===== src/rtl/power_status_filter_if.sv =====
// Bundle of raw status inputs and qualified outputs for power_status_filter.
// The master drives the raw pins and GLITCHCLR; the slave (the filter) returns the qualified view.
interface power_status_filter_if;
  logic       PWRSTAT;
  logic       MRST;
  logic       nMPSSEEN;
  logic       GLITCHCLR;
  logic       PWRSTAT_F;
  logic       MRST_F;
  logic       nMPSSEEN_F;
  logic [1:0] MODE;
  logic       MODE_VALID;
  logic       MODE_CHG;
  logic [7:0] GLITCHCNT;

  modport master (
    output PWRSTAT, MRST, nMPSSEEN, GLITCHCLR,
    input  PWRSTAT_F, MRST_F, nMPSSEEN_F, MODE, MODE_VALID, MODE_CHG, GLITCHCNT
  );

  modport slave (
    input  PWRSTAT, MRST, nMPSSEEN, GLITCHCLR,
    output PWRSTAT_F, MRST_F, nMPSSEEN_F, MODE, MODE_VALID, MODE_CHG, GLITCHCNT
  );
endinterface


===== src/rtl/power_status_filter.sv =====
// Synchronizes and debounces the raw power-mux/board status pins into the MCLK domain and
// presents a qualified MODE with valid flag, change strobe and a saturating glitch counter.
module power_status_filter #(
  parameter int SYNC_STAGES = 2,
  parameter int DEBOUNCE    = 48000,
  parameter int CNTW        = 16
) (
  input logic                  MCLK,
  input logic                  nRST,
  power_status_filter_if.slave bus
);

  localparam int N_IN      = 3;
  localparam int IDX_PWR   = 0;
  localparam int IDX_MRST  = 1;
  localparam int IDX_MPSSE = 2;

  // Idle levels: motherboard-powered, PCB power good, MPSSE not requested.
  localparam logic [N_IN-1:0] RST_VAL   = 3'b110;
  localparam logic [CNTW-1:0] DEB_LAST  = CNTW'(DEBOUNCE - 1);
  localparam logic [CNTW-1:0] DEB_FULL  = CNTW'(DEBOUNCE);
  localparam int              INITW     = $clog2(SYNC_STAGES + 1);
  localparam logic [INITW-1:0] INIT_LAST = INITW'(SYNC_STAGES);

  typedef enum logic [1:0] {
    ST_INIT   = 2'd0,
    ST_SETTLE = 2'd1,
    ST_RUN    = 2'd2
  } state_t;

  // Raw pins and synchronizer chains
  logic [N_IN-1:0]                  raw;
  logic [N_IN-1:0][SYNC_STAGES-1:0] sync_q, sync_d;
  logic [N_IN-1:0]                  sync_last;

  // Filtered levels and debounce counters
  logic [N_IN-1:0]           filt_q, filt_d;
  logic [N_IN-1:0][CNTW-1:0] cnt_q, cnt_d;

  // Debounce proposals, applied by the FSM only once the filters are seeded
  logic [N_IN-1:0]           deb_filt;
  logic [N_IN-1:0][CNTW-1:0] deb_cnt;
  logic [N_IN-1:0]           glitch_ev;
  logic                      all_quiet;

  // Startup control
  state_t           state_q, state_d;
  logic [INITW-1:0] init_q, init_d;
  logic [CNTW-1:0]  settle_q, settle_d, settle_inc;
  logic             valid_q, valid_d;
  logic             count_en;

  // Mode tracking and diagnostics
  logic [1:0] mode;
  logic [1:0] mode_prev_q, mode_prev_d;
  logic       chg_q, chg_d;
  logic [7:0] gcnt_q, gcnt_d;
  logic [1:0] glitch_sum;
  logic [8:0] gcnt_sum;

  assign raw = {bus.nMPSSEEN, bus.MRST, bus.PWRSTAT};

  // Only the last stage of each chain is allowed to reach downstream logic.
  always_comb begin
    // NOTE: every variable driven here is assigned a default first, so no path leaves
    // it unassigned and no latch is inferred.
    sync_d    = sync_q;
    sync_last = '0;
    for (int i = 0; i < N_IN; i++) begin
      sync_d[i]    = {sync_q[i][SYNC_STAGES-2:0], raw[i]};
      sync_last[i] = sync_q[i][SYNC_STAGES-1];
    end
  end

  always_comb begin
    deb_filt  = filt_q;
    deb_cnt   = cnt_q;
    glitch_ev = '0;
    all_quiet = 1'b1;
    for (int i = 0; i < N_IN; i++) begin
      if (sync_last[i] != filt_q[i]) begin
        all_quiet = 1'b0;
        if (cnt_q[i] == DEB_LAST) begin
          deb_filt[i] = sync_last[i];
          deb_cnt[i]  = '0;
        end else begin
          deb_cnt[i] = cnt_q[i] + CNTW'(1);
        end
      end else if (cnt_q[i] != '0) begin
        // Level fell back before acceptance: discard progress and report a glitch.
        all_quiet    = 1'b0;
        deb_cnt[i]   = '0;
        glitch_ev[i] = 1'b1;
      end
    end
  end

  always_comb begin
    state_d    = state_q;
    init_d     = init_q;
    settle_d   = settle_q;
    settle_inc = settle_q + CNTW'(1);
    valid_d    = valid_q;
    filt_d     = filt_q;
    cnt_d      = cnt_q;
    count_en   = 1'b0;

    case (state_q)
      ST_INIT: begin
        // Wait until the chains hold real samples, then seed the filters without debounce.
        if (init_q == INIT_LAST) begin
          filt_d  = sync_last;
          cnt_d   = '0;
          state_d = ST_SETTLE;
        end else begin
          init_d = init_q + INITW'(1);
        end
      end

      ST_SETTLE: begin
        filt_d   = deb_filt;
        cnt_d    = deb_cnt;
        count_en = 1'b1;
        if (all_quiet) begin
          settle_d = settle_inc;
          if (settle_inc == DEB_FULL) begin
            state_d = ST_RUN;
            valid_d = 1'b1;
          end
        end else begin
          settle_d = '0;
        end
      end

      ST_RUN: begin
        filt_d   = deb_filt;
        cnt_d    = deb_cnt;
        count_en = 1'b1;
      end

      default: begin
        state_d = ST_INIT;
      end
    endcase
  end

  // MODE_CHG is registered one edge after the change; nMPSSEEN is not part of MODE.
  always_comb begin
    mode        = {filt_q[IDX_PWR], filt_q[IDX_MRST]};
    mode_prev_d = mode;
    chg_d       = valid_q && (mode != mode_prev_q);
  end

  always_comb begin
    glitch_sum = 2'(glitch_ev[IDX_PWR]   & count_en)
               + 2'(glitch_ev[IDX_MRST]  & count_en)
               + 2'(glitch_ev[IDX_MPSSE] & count_en);
    gcnt_sum   = {1'b0, gcnt_q} + 9'(glitch_sum);
    if (bus.GLITCHCLR) begin
      gcnt_d = '0;
    end else if (gcnt_sum[8]) begin
      gcnt_d = 8'hFF;
    end else begin
      gcnt_d = gcnt_sum[7:0];
    end
  end

  always_ff @(posedge MCLK or negedge nRST) begin
    // NOTE: state is updated with non-blocking assignments so every flop samples the
    // pre-edge value of every other flop, independent of statement order.
    if (!nRST) begin
      for (int i = 0; i < N_IN; i++) begin
        sync_q[i] <= {SYNC_STAGES{RST_VAL[i]}};
      end
      filt_q      <= RST_VAL;
      cnt_q       <= '0;
      state_q     <= ST_INIT;
      init_q      <= '0;
      settle_q    <= '0;
      valid_q     <= 1'b0;
      mode_prev_q <= {RST_VAL[IDX_PWR], RST_VAL[IDX_MRST]};
      chg_q       <= 1'b0;
      gcnt_q      <= '0;
    end else begin
      sync_q      <= sync_d;
      filt_q      <= filt_d;
      cnt_q       <= cnt_d;
      state_q     <= state_d;
      init_q      <= init_d;
      settle_q    <= settle_d;
      valid_q     <= valid_d;
      mode_prev_q <= mode_prev_d;
      chg_q       <= chg_d;
      gcnt_q      <= gcnt_d;
    end
  end

  assign bus.PWRSTAT_F  = filt_q[IDX_PWR];
  assign bus.MRST_F     = filt_q[IDX_MRST];
  assign bus.nMPSSEEN_F = filt_q[IDX_MPSSE];
  assign bus.MODE       = mode;
  assign bus.MODE_VALID = valid_q;
  assign bus.MODE_CHG   = chg_q;
  assign bus.GLITCHCNT  = gcnt_q;

endmodule


===== src/flat_wrapper.sv =====
// flat-port wrapper written by rule: the top's interface ports become plain ports
module power_status_filter_flat 
#(
  parameter int SYNC_STAGES = 2,
  parameter int DEBOUNCE    = 48000,
  parameter int CNTW        = 16
)
  (MCLK, nRST, bus_PWRSTAT, bus_MRST, bus_nMPSSEEN, bus_GLITCHCLR, bus_PWRSTAT_F, bus_MRST_F, bus_nMPSSEEN_F, bus_MODE, bus_MODE_VALID, bus_MODE_CHG, bus_GLITCHCNT);
  power_status_filter_if bus_i ();
  input logic MCLK;
  input logic nRST;
  input wire logic [$bits(bus_i.PWRSTAT)-1:0] bus_PWRSTAT;
  input wire logic [$bits(bus_i.MRST)-1:0] bus_MRST;
  input wire logic [$bits(bus_i.nMPSSEEN)-1:0] bus_nMPSSEEN;
  input wire logic [$bits(bus_i.GLITCHCLR)-1:0] bus_GLITCHCLR;
  output wire logic [$bits(bus_i.PWRSTAT_F)-1:0] bus_PWRSTAT_F;
  output wire logic [$bits(bus_i.MRST_F)-1:0] bus_MRST_F;
  output wire logic [$bits(bus_i.nMPSSEEN_F)-1:0] bus_nMPSSEEN_F;
  output wire logic [$bits(bus_i.MODE)-1:0] bus_MODE;
  output wire logic [$bits(bus_i.MODE_VALID)-1:0] bus_MODE_VALID;
  output wire logic [$bits(bus_i.MODE_CHG)-1:0] bus_MODE_CHG;
  output wire logic [$bits(bus_i.GLITCHCNT)-1:0] bus_GLITCHCNT;
  assign bus_i.PWRSTAT = bus_PWRSTAT;
  assign bus_i.MRST = bus_MRST;
  assign bus_i.nMPSSEEN = bus_nMPSSEEN;
  assign bus_i.GLITCHCLR = bus_GLITCHCLR;
  assign bus_PWRSTAT_F = bus_i.PWRSTAT_F;
  assign bus_MRST_F = bus_i.MRST_F;
  assign bus_nMPSSEEN_F = bus_i.nMPSSEEN_F;
  assign bus_MODE = bus_i.MODE;
  assign bus_MODE_VALID = bus_i.MODE_VALID;
  assign bus_MODE_CHG = bus_i.MODE_CHG;
  assign bus_GLITCHCNT = bus_i.GLITCHCNT;
  power_status_filter #(.SYNC_STAGES(SYNC_STAGES), .DEBOUNCE(DEBOUNCE), .CNTW(CNTW)) u_core (.MCLK(MCLK), .nRST(nRST), .bus(bus_i));
endmodule

===== config.mk =====
export PLATFORM = sky130hd
export DESIGN_NAME = power_status_filter_flat
export DESIGN_NICKNAME = d
export VERILOG_FILES = /design/src/rtl/power_status_filter_if.sv /design/src/rtl/power_status_filter.sv /design/src/flat_wrapper.sv
export SDC_FILE = /design/constraint.sdc
export NUM_CORES = 1
export LEC_CHECK = 0
export BUFFER_PORTS_ARGS = -buffer_cell sky130_fd_sc_hd__buf_2
export CORE_AREA = 2 2 101 103
export DETAILED_ROUTE_END_ITERATION = 12
export DIE_AREA = 0 0 103 105
export GPL_ROUTABILITY_DRIVEN = 1
export PLACE_DENSITY_LB_ADDON = 0.25
export SLEW_MARGIN = 40
export SYNTH_ARGS = -nofsm -noshare
export SYNTH_HDL_FRONTEND = slang
export SYNTH_SLANG_ARGS = --single-unit

===== constraint.sdc =====
create_clock -name MCLK -period 3.8 [get_ports MCLK]
set_input_delay 0 -clock MCLK [delete_from_list [all_inputs] [get_ports MCLK]]
set_output_delay 0 -clock MCLK [all_outputs]
set_load 0.005 [all_outputs]

# Word-level counts from Yosys, hierarchy flattened
# Index checks and enable logic that the tools add are counted.
[word_totals]
regBits = 89
input_bits = 6
out_inout_bits = 15
word_cells = 107
[classes]
n_addsub = 8
eq_ne = 23
mux = 39
n_bitwise = 5
reduce_logical = 16
[op_table]
columns = ["operator", "count"]
rows = [
  ["$mux 16", 10],
  ["$pmux 48 s2", 1],
  ["$add 16x1->16 const B", 4],
  ["$eq 16x16->1 const B", 4],
  ["$mux 48", 1],
  ["$reduce_bool 16->1", 3],
  ["$mux 1", 19],
  ["$ne 2x1->1 const B", 9],
  ["$mux 8", 2],
  ["$reduce_and 4->1", 4],
  ["$reduce_and 3->1", 4],
  ["$add 8x2->9", 1],
  ["$ne 3x1->1 const B", 3],
  ["$mux 2", 3],
  ["$pmux 2 s3", 1],
  ["$pmux 3 s2", 1],
  ["$add 2x2->2", 2],
  ["$eq 2x2->1 const B", 2],
  ["$and 1x1->1", 3],
  ["$mux 3", 1],
  ["$ne 1x1->1", 3],
  ["$add 2x1->2 const B", 1],
  ["$eq 2x1->1 const B", 1],
  ["$logic_not 2->1", 1],
  ["other kinds (6)", 7],
]

# Depth between registers and ports, before layout
[depth]
word_depth = 9
ltp_mapped = 13
depth_no_buf = 13

# Worst setup path after synthesis
# OpenSTA, ideal clock, no wires.
[synth_path]
path_type = "register -> register"
from = "register u_core.cnt_q[32] (netlist name)"
to = "register u_core.gcnt_q[0], in the netlist u_core.bus.GLITCHCNT[0]"
setup_time_ns = 0.132
arrival_ns = 2.610
t_required_ns = 3.668
slack_ns = 1.058
path_stages_with_launch = 14
path_buffers = 0
synth_period_minus_slack_ns = 2.742
path_cell_list = "dfrtp_1 > inv_1 > ha_1 > nor4b_1 > nand4_1 > nand3_1 > fa_1 > inv_1 > ha_1 > fa_1 > nand2_1 > nor2_1 > nand3_1 > a21oi_1"
[synth_via]
elab_chain_cells = 8
[synth_lines]
columns = ["element", "line", "text"]
rows = [
  ["from (decl)", "power_status_filter.sv:38", "logic [N_IN-1:0][CNTW-1:0] cnt_q, cnt_d;"],
  ["from (signal assigned)", "power_status_filter.sv:187", "cnt_q <= cnt_d;"],
  ["$reduce_bool 16->1", "power_status_filter.sv:89", "end else if (cnt_q[i] != '0) begin"],
  ["$mux 1", "power_status_filter.sv:89", ""],
  ["$mux 1", "power_status_filter.sv:81", "if (sync_last[i] != filt_q[i]) begin"],
  ["$and 1x1->1", "power_status_filter.sv:157", "+ 2'(glitch_ev[IDX_MPSSE] & count_en);"],
  ["$add 2x2->2", "power_status_filter.sv:157", ""],
  ["$add 8x2->9", "power_status_filter.sv:158", "gcnt_sum = {1'b0, gcnt_q} + 9'(glitch_sum);"],
  ["$mux 8", "power_status_filter.sv:161", "end else if (gcnt_sum[8]) begin"],
  ["$mux 8", "power_status_filter.sv:159", "if (bus.GLITCHCLR) begin"],
  ["via u_core.gcnt_d[0]", "power_status_filter.sv:57", "logic [7:0] gcnt_q, gcnt_d;"],
  ["to (signal assigned)", "power_status_filter.sv:194", "gcnt_q <= gcnt_d;"],
  ["to (decl)", "power_status_filter.sv:57", ""],
]
# The timed path passes the listed nets, and every way through them passes these cells.
# A chain may end at the register's enable or synchronous reset.

# Final worst setup path
# Ends and elaborated chain as after synthesis.

==> impl_metrics.yaml <==
outcome:
  status: "complete, no violations"
logic_synthesis:
  ys_top_cells_by_area: "dfrtp_1 40%, o21ai_0 4.2%, nand3_1 3.9%"
  synth_most_common_cell: "dfrtp_1"
  synth_top_area_cell: "dfrtp_1"
  synth_edf_count: 0
  seq_area_frac_synth: 0.432
  async_flop_share: 1.00
  syn_nets: 591
  yosysUniqueCellTypes: 55
  avgSynthCellArea_um2: 9.12
  synth_seq_cells: 89
  synth_warnings: 0
  syn-instance-count: 568
  ys_top_cells_by_count: "82 x dfrtp_1, 51 x nand2_1, 43 x o21ai_0"
  synth_area_um2: 5180
  synth_top_area_frac: 0.396
  ys_dominant_reg_cell: "dfrtp_1"
detailed_routing:
  met2_length_um: 5350
  drt-vias-per-instance: 6.03
  first_iter_violations: 230
  drt-total-wl_um: 11500
  vias: 4416
  wl_met1_um: 5510
  antenna_left: 0
  wl_per_cell_um: 15.7
  drc: 0
  topRoutingLayerUsed: "met4"
  wl_met3_um: 465
  first_pass_iters: 4
cells_and_area:
  final_cells: 732
  syn2layout_area_growth_pct: 9.73
  n_antenna_cell: 0
  design_area_um2: 5690
  fin_nets: 617
  drive_gt1_frac: 0.114
place:
  hpwl_um: 8130
  dp_cells: 711
  finalWeightedCongestion: 0.851
  port_buffers: 20
  placed_area_um2: 5430
  pre_cts_ws_ps: 688
clock_network:
  cts-htree-levels: 3
  clockRootBuffer: "clkbuf_8"
  cts.sinks: 89
  cts_tree: "built"
  clkLatencyLatePin_ps: 370
  postCtsSetupBuffers: 0
  cts.clk_slew.worst_paths_ps: 90
  numCtsBuffers: 9
  cts_buffer_depth: 2
timing:
  setup_violations: 0
  tightest_slew_ps: 798
  setup_ws_ps: 639
  whs_ps: 218
  tns_ps: 0
  slew_headroom: 0.468
  finalHoldViolations: 0
  finClkSkew_ps: 10.8
  rsz0062_at_grt: "false"
  fmax_mhz: 316
  min_period_over_period: 0.832
  fin_crit_ps: 3160
  slew_viol_final: 0
job:
  maxCapViolCount: 0
floorplanning:
  coreArea_um2: 9640
  dieArea_um2: 10800
  ios: 21
  die_w_um: 103
  die_y_um: 105
  num_rows: 36
  start_util: 0.538
pwr:
  powerDensity_nw_per_um2: 409
  ir_worst_vdd_v: 0.000207
  cellLeakagePower_nw: 2.40
hold_path:
  min_path_type: "in2async"
critical_path:
  required_ps: 4090
  crit_arrival_ps: 3450
  path_max_fanout: 6
  crit_path_start_kind: "flop"
  path_class: "reg2reg"
  r2r_slack_ps: 640
  cp-end-kind: "flop"
grt:
  overflow: 0
  grt_pass1_wl_um: 19800
  grt_max_degree: 55
  grt_pass1_vias: 4216
  grt_usage: 0.225
  antenna_found_initial: 0
-- critical path: stages (launching register included) --
cell and delay (ps):
dfrtp_1 410, inv_1 100, ha_1 150, nor4b_1 310, nand4_1 330, nand3_1 220
fa_1 410, inv_1 70, ha_1 180, fa_1 240, nand2_1 100, nor2_1 150
nand3_1 210, a21oi_1 200
-- path summary, 6_finish.rpt --
kind                             startpoint                 endpoint  depth (start not counted)
setup / recovery           u_core.cnt_q[32]  u_core.bus.GLITCHCNT[0]                         13
hold / removal                         nRST         u_core.cnt_q[23]                          2
setup reg to reg           u_core.cnt_q[32]  u_core.bus.GLITCHCNT[0]                         13
hold reg to reg            u_core.sync_d[1]      u_core.sync_last[0]                          0
max in group asynchronous              nRST         u_core.filt_q[2]                          3
min in group MCLK              bus_nMPSSEEN         u_core.sync_d[5]                          2
-- layout make-up --
cell class	instances	area (um2)
clock buffer	12	155
clock inverter	4	51.3
multi-input combinational	432	2770
fill	865	3950
inverter	32	120
timing repair buffer	30	190
tap	133	166
sequential	89	2240
-- sequential cells by signal, indices dropped and copies added, names as in the netlist --
name	flops
u_core.bus.GLITCHCNT	8
u_core.bus.MODE_CHG	1
u_core.bus.MODE_VALID	1
u_core.cnt_q	48
u_core.filt_q	3
u_core.init_q	2
u_core.mode_prev_q	2
u_core.settle_q	16
u_core.state_q	2
u_core.sync_d	3
u_core.sync_last	3
-- repair_timing --
item                                   in CTS  in global routing
gates resized for setup                     0                  0
endpoints found under the hold margin      62                  0
setup endpoints to repair                   0                  0
hold buffers                                5                  0
-- report_power, final --
part	internal [W]	leakage (nW)	switching, W	total [W]
clock network	0.000340	0.103	0.000339	0.000679
logic	0.000226	1.11	0.000348	0.000574
registers	0.00101	1.19	0.0000664	0.00107
-- cell usage in the layout (no fill, tap or decap), drive strengths merged, types with 3 or more instances in the layout --
master	n
o21a	7
mux2i	5
nand3	40
or3	12
nor2b	6
o2bb2ai	7
dfrtp	82
nor4b	3
nand2	51
nand3b	4
nor4	18
o21ai	48
dfstp	7
xnor2	9
nand2b	8
nand4	15
and3	14
and4	3
o22ai	3
mux2	4
xor2	4
buf	25
a211oi	7
o31ai	7
inv	32
dlygate4sd3	5
nor2	35
or4	8
ha	15
and2	6
nor3	12
a21boi	3
clkbuf	12
a21oi	33
a22o	19
a21o	10
-- metal layers --
metal,track usage,vias up
met5,0,-
met4,0.0686,0
met3,0.0441,14
met2,0.342,93
met1,0.324,2155
li1,-,2154
-- cell families (layout without fill, tap and decap cells) --
group,Yosys count,in the layout,synth area share
and+or+nand+nor,238,238,0.251
AOI/OAI and AO/OA,155,155,0.197
DFF,89,89,0.432
buffers and inverters,47,78,0.0365
adders and majority gates,17,17,0.0440
xor gates and xnor gates,13,13,0.0220
muxes,9,9,0.0184
-- metrics by stage --
| step | total power, W | utilization |
|---|---|---|
| finish | 0.00233 | 0.590 |
| CTS | 0.00235 | 0.590 |
| detailed placement | 0.00166 | 0.563 |
| floorplan | 0.00148 | - |
| global placement | 0.00162 | 0.562 |
| global route | 0.00247 | 0.590 |
No activity file was read; power rests on OpenSTA's default activity.
